--- config.mk ---
export PLATFORM = sky130hd
export DESIGN_NAME = sort_stream_collector
export DESIGN_NICKNAME = d
export VERILOG_FILES = /design/src/rtl/sort_stream_collector.sv
export SDC_FILE = /design/constraint.sdc
export NUM_CORES = 1
export LEC_CHECK = 0
export ABC_AREA = 1
export ABC_CLOCK_PERIOD_IN_PS = 2500
export CORE_ASPECT_RATIO = 1.4
export CORE_MARGIN = 5
export CORE_UTILIZATION = 32
export CTS_CLUSTER_DIAMETER = 150
export DETAILED_ROUTE_END_ITERATION = 10
export PLACE_DENSITY = 0.55
export SLEW_MARGIN = 20
export SYNTH_ARGS = -nofsm -noshare
export SYNTH_HDL_FRONTEND = slang
export SYNTH_SLANG_ARGS = --single-unit
--- constraint.sdc ---
create_clock -name i_clk -period 2.5 [get_ports i_clk]
set_input_delay 0.75 -clock i_clk [delete_from_list [all_inputs] [get_ports i_clk]]
set_output_delay 0.75 -clock i_clk [all_outputs]
set_load 0.005 [all_outputs]
--- src/rtl/sort_stream_collector.sv ---
// Result sink for the sorter's serial word stream: rebuilds the packed K*L array
// and flags the first word that breaks ascending sign/exponent/mantissa order.
module sort_stream_collector #(
  parameter int Nk = 23,
  parameter int M  = 8,
  parameter int L  = Nk + M + 1,
  parameter int K  = 10,
  parameter int S  = $clog2(K) + 1
) (
  input  logic           i_clk,
  input  logic           i_rst_n,
  input  logic           i_capture,
  input  logic [L-1:0]   i_din,
  input  logic           i_din_valid,
  output logic [K*L-1:0] o_arr,
  output logic [S-1:0]   o_count,
  output logic           o_done,
  output logic           o_order_err,
  output logic [S-1:0]   o_err_index
);

  typedef enum logic [1:0] {
    ST_IDLE    = 2'd0,
    ST_COLLECT = 2'd1,
    ST_DONE    = 2'd2
  } state_t;

  state_t         r_state;
  logic [K*L-1:0] r_arr;
  logic [S-1:0]   r_count;
  logic           r_done;
  logic           r_order_err;
  logic [S-1:0]   r_err_index;
  logic [L-1:0]   r_prev;

  logic           w_b_sign;
  logic           w_a_sign;
  logic [L-2:0]   w_b_mag;
  logic [L-2:0]   w_a_mag;
  logic           w_less;

  assign w_b_sign = i_din[L-1];
  assign w_a_sign = r_prev[L-1];
  assign w_b_mag  = i_din[L-2:0];
  assign w_a_mag  = r_prev[L-2:0];

  // Sign-magnitude ordering; +0 and -0 must compare equal, so zero is checked first.
  always_comb begin
    w_less = 1'b0;
    if ((w_b_mag == '0) && (w_a_mag == '0))
      w_less = 1'b0;
    else if (w_b_sign != w_a_sign)
      w_less = w_b_sign;
    else if (w_b_sign)
      w_less = (w_b_mag > w_a_mag);
    else
      w_less = (w_b_mag < w_a_mag);
  end

  always_ff @(posedge i_clk or negedge i_rst_n) begin
    if (!i_rst_n) begin
      r_state     <= ST_IDLE;
      r_arr       <= '0;
      r_count     <= '0;
      r_done      <= 1'b0;
      r_order_err <= 1'b0;
      r_err_index <= '0;
      r_prev      <= '0;
    end else begin
      case (r_state)
        ST_IDLE, ST_DONE: begin
          if (i_capture) begin
            r_state     <= ST_COLLECT;
            r_count     <= '0;
            r_done      <= 1'b0;
            r_order_err <= 1'b0;
            r_err_index <= '0;
          end
        end
        ST_COLLECT: begin
          if (i_capture) begin
            r_count     <= '0;
            r_done      <= 1'b0;
            r_order_err <= 1'b0;
            r_err_index <= '0;
          end else if (i_din_valid) begin
            for (int i = 0; i < K; i++) begin
              if (r_count == S'(i))
                r_arr[i*L +: L] <= i_din;
            end
            r_prev  <= i_din;
            r_count <= r_count + 1'b1;
            if ((r_count != '0) && w_less && !r_order_err) begin
              r_order_err <= 1'b1;
              r_err_index <= r_count;
            end
            if (r_count == S'(K-1)) begin
              r_state <= ST_DONE;
              r_done  <= 1'b1;
            end
          end
        end
        default: r_state <= ST_IDLE;
      endcase
    end
  end

  assign o_arr       = r_arr;
  assign o_count     = r_count;
  assign o_done      = r_done;
  assign o_order_err = r_order_err;
  assign o_err_index = r_err_index;

endmodule

==> impl_metrics.toml <==
[clock_network]
ctsLongestPathBuffers = 3
cts.clk_slew.worst_paths_ns = 0.06
cts-buffers-inserted = 38
cts_tree = "done"
cts-root-buf = "clkbuf_16"
cts_sinks = 366
h-tree-depth = 2
clk_latency_ns = 0.55

[drt]
drtAntennaViolNets = 0
via_per_inst = 4.64
drt-pass1-iter-count = 5
drt_iter0_drc = 684
routed_wl_mm = 50.8
drcViolationCount = 0
dr_total_vias = 11600
post_drt_wl_per_cell_um = 20.3

[global_route]
antenna_found_initial = 2
grtUsageTotal = 0.200
grt_max_degree = 82
grt_pass1_wl_mm = 76.9
overflow = 0
grt_pass1_vias = 12000

[synthesis]
netlist_instances = 1477
syn-mean-instance-area_um2 = 9.88
yosysWarnings = 0
ys_types = 32
ys_ff_latch = 366
yosysSeqAreaShare = 0.627
syn_area_um2 = 14600
syn_nets = 1548

[setup_path]
rr_worst_depth = 15
reg2reg_slack_ns = 0.35
rr_startpoint = "r_prev[30]"
cp_max_fo = 7
cp.depth = 1
startpoint_type = "register"
path_cells = "clkdlybuf4s50_1"
slowest_stage = "clkdlybuf4s50_1"
cp-end-kind = "output pin"
worstSetupStartpoint = "o_count[2]"
critPathCapture = "o_count[2]"
critPathArrivalTime_ns = 1.67
required_ns = 1.75
critPathTopFamily = "buffers and inverters"
path_class = "register to output pin"
reg2reg_to = "o_err_index[1]"
cpPeakStageDelay_ns = 0.58
cp.buffers_inverters = 1

[finish]
fillers = 4301
final_common_cell = "nand2_1"
fin_nets = 1935
stdcell_count = 2503
final_util = 0.461
antenna_cells = 0
mostFrequentLayoutCells = "415 x nand2_1, 366 x clkdlybuf4s50_1, 365 x dfrtp_1"
syn2layout_area_growth_pct = 42.6
drive_above_1_share = 0.113

[die]
chipHeight_um = 263
core_area_um2 = 45100
fp.dieArea_um2 = 50000
die_x_um = 191
io_pins = 368
num_rows = 92
start_util = 0.324

[run_status]
outcome = "complete, no violations"

[timing]
skew_ns = 0.0208
maxSlewHeadroom = 0.616
finalMaxSlewViolations = 0
finalSetupViolCount = 0
whs_ns = 0.0738
period_minus_slack_ns = 2.42
fmax_ghz = 0.413
period_share = 0.968
hold_viol_final = 0
tightest_slew_ns = 0.576
rsz0062_at_grt = "no"

[flow_run]
max_cap_violations = 0

[placed_design]
place_inst = 2435
place_hpwl_mm = 36.3
place.gp.congestion = 0.831
port_buffers = 367

[power]
p_leak_nw = 9.52
vdd_drop_max_v = 0.000527
pwr_density_cell_nw_per_um2 = 987
power_w = 0.0205

[worst_hold_path]
hp-class = "input pin to asynchronous set/reset pin"
synthesized netlist by cell type:
| library cell | number | area [µm²] |
|---|---|---|
| nand2_2 | 9 | 56.3 |
| nor2_1 | 29 | 109 |
| a21oi_1 | 17 | 85.1 |
| inv_6 | 1 | 8.76 |
| nor2_2 | 2 | 12.5 |
| nand4_1 | 17 | 106 |
| nand4_4 | 1 | 21.3 |
| dfrtp_1 | 366 | 9160 |
| ha_1 | 35 | 438 |
| nand3_1 | 10 | 50.1 |
| inv_1 | 90 | 338 |
| nor3_4 | 1 | 16.3 |
| inv_2 | 2 | 7.51 |
| a21o_1 | 2 | 15.0 |
| nand3b_1 | 1 | 7.51 |
| buf_4 | 1 | 7.51 |
| o21ai_1 | 53 | 265 |
| buf_6 | 6 | 67.6 |
| buf_2 | 38 | 190 |
| clkbuf_1 | 53 | 199 |
| buf_1 | 2 | 7.51 |
| nand3_4 | 8 | 140 |
| nor2_4 | 2 | 22.5 |
| o21ai_0 | 269 | 1350 |
| o21ai_2 | 32 | 280 |
| a32o_1 | 1 | 10.0 |
| clkbuf_2 | 1 | 5.00 |
| o22ai_1 | 2 | 12.5 |
| a31oi_1 | 1 | 6.26 |
| nand2_1 | 416 | 1560 |
| inv_4 | 1 | 6.26 |
| nor3_1 | 8 | 40.0 |
cell families (layout without fill, tap and decap cells):
logic type / count (synthesis) / after routing / share of synthesized area
adders and majority gates: 35 / 35 / 0.0300
buffers and inverters: 195 / 610 / 0.0573
AOI/OAI and AO/OA: 377 / 377 / 0.138
DFF: 366 / 366 / 0.627
and+or+nand+nor: 504 / 504 / 0.147
flip-flops by register name, indices dropped and copies added (netlist names):
name,flops
o_arr,320
o_count,5
o_err_index,5
o_order_err,1
r_state,2
r_prev,32
o_done,1
how the worst min path moves through the flow:
stage	from	end	slack, ns	depth (start not counted)
2_1_floorplan	i_rst_n	o_arr[0]	0.45	0
3_3_place_gp	o_arr[308]	o_arr[308]	0.47	2
3_5_place_dp	o_arr[304]	o_arr[304]	0.47	2
4_1_cts	i_rst_n	o_arr[108]	0.05	1
5_1_grt	i_rst_n	o_arr[108]	0.07	1
6_report	i_rst_n	o_arr[108]	0.07	1
routing by layer:
layer,up-vias,GRT usage,share of wire
li1,5590,-,-
met1,5583,0.233,0.39
met2,327,0.356,0.51
met3,101,0.0420,0.054
met4,4,0.0829,0.045
met5,-,0,0.00051
what timing repair did:
action,CTS,global route
resized for setup,1,7
hold buffers,0,0
endpoints found under the setup margin,1,6
pin swaps,0,3
buffers inserted,0,0
power breakdown:
part	switching [W]	total [W]	leakage, nW	internal [W]
Clock	0.00247	0.00618	0.682	0.00372
Sequential	0.000966	0.00844	4.86	0.00747
Combinational	0.00252	0.00592	3.98	0.00340
metrics by stage:
stage	setup TNS (ns)	area [µm²]	worst slack, ns
CTS	0	20800	0.0421
global route	0	20800	0.0125
detailed placement	-3.00	19400	-0.512
floorplan	0	14600	0.241
finish	0	20800	0.0794
global placement	-2.74	19400	-0.466
layout make-up:
| class | count | area [µm²] | area share |
|---|---|---|---|
| Clock inverter | 17 | 243 | 0.0117 |
| Sequential cell | 366 | 9160 | 0.440 |
| Multi-Input combinational cell | 916 | 4630 | 0.222 |
| Tap cell | 611 | 764 | 0.0367 |
| Timing Repair Buffer | 448 | 4540 | 0.218 |
| Clock buffer | 51 | 1130 | 0.0543 |
| Inverter | 94 | 360 | 0.0173 |
Power figures use the tool's default switching activity.
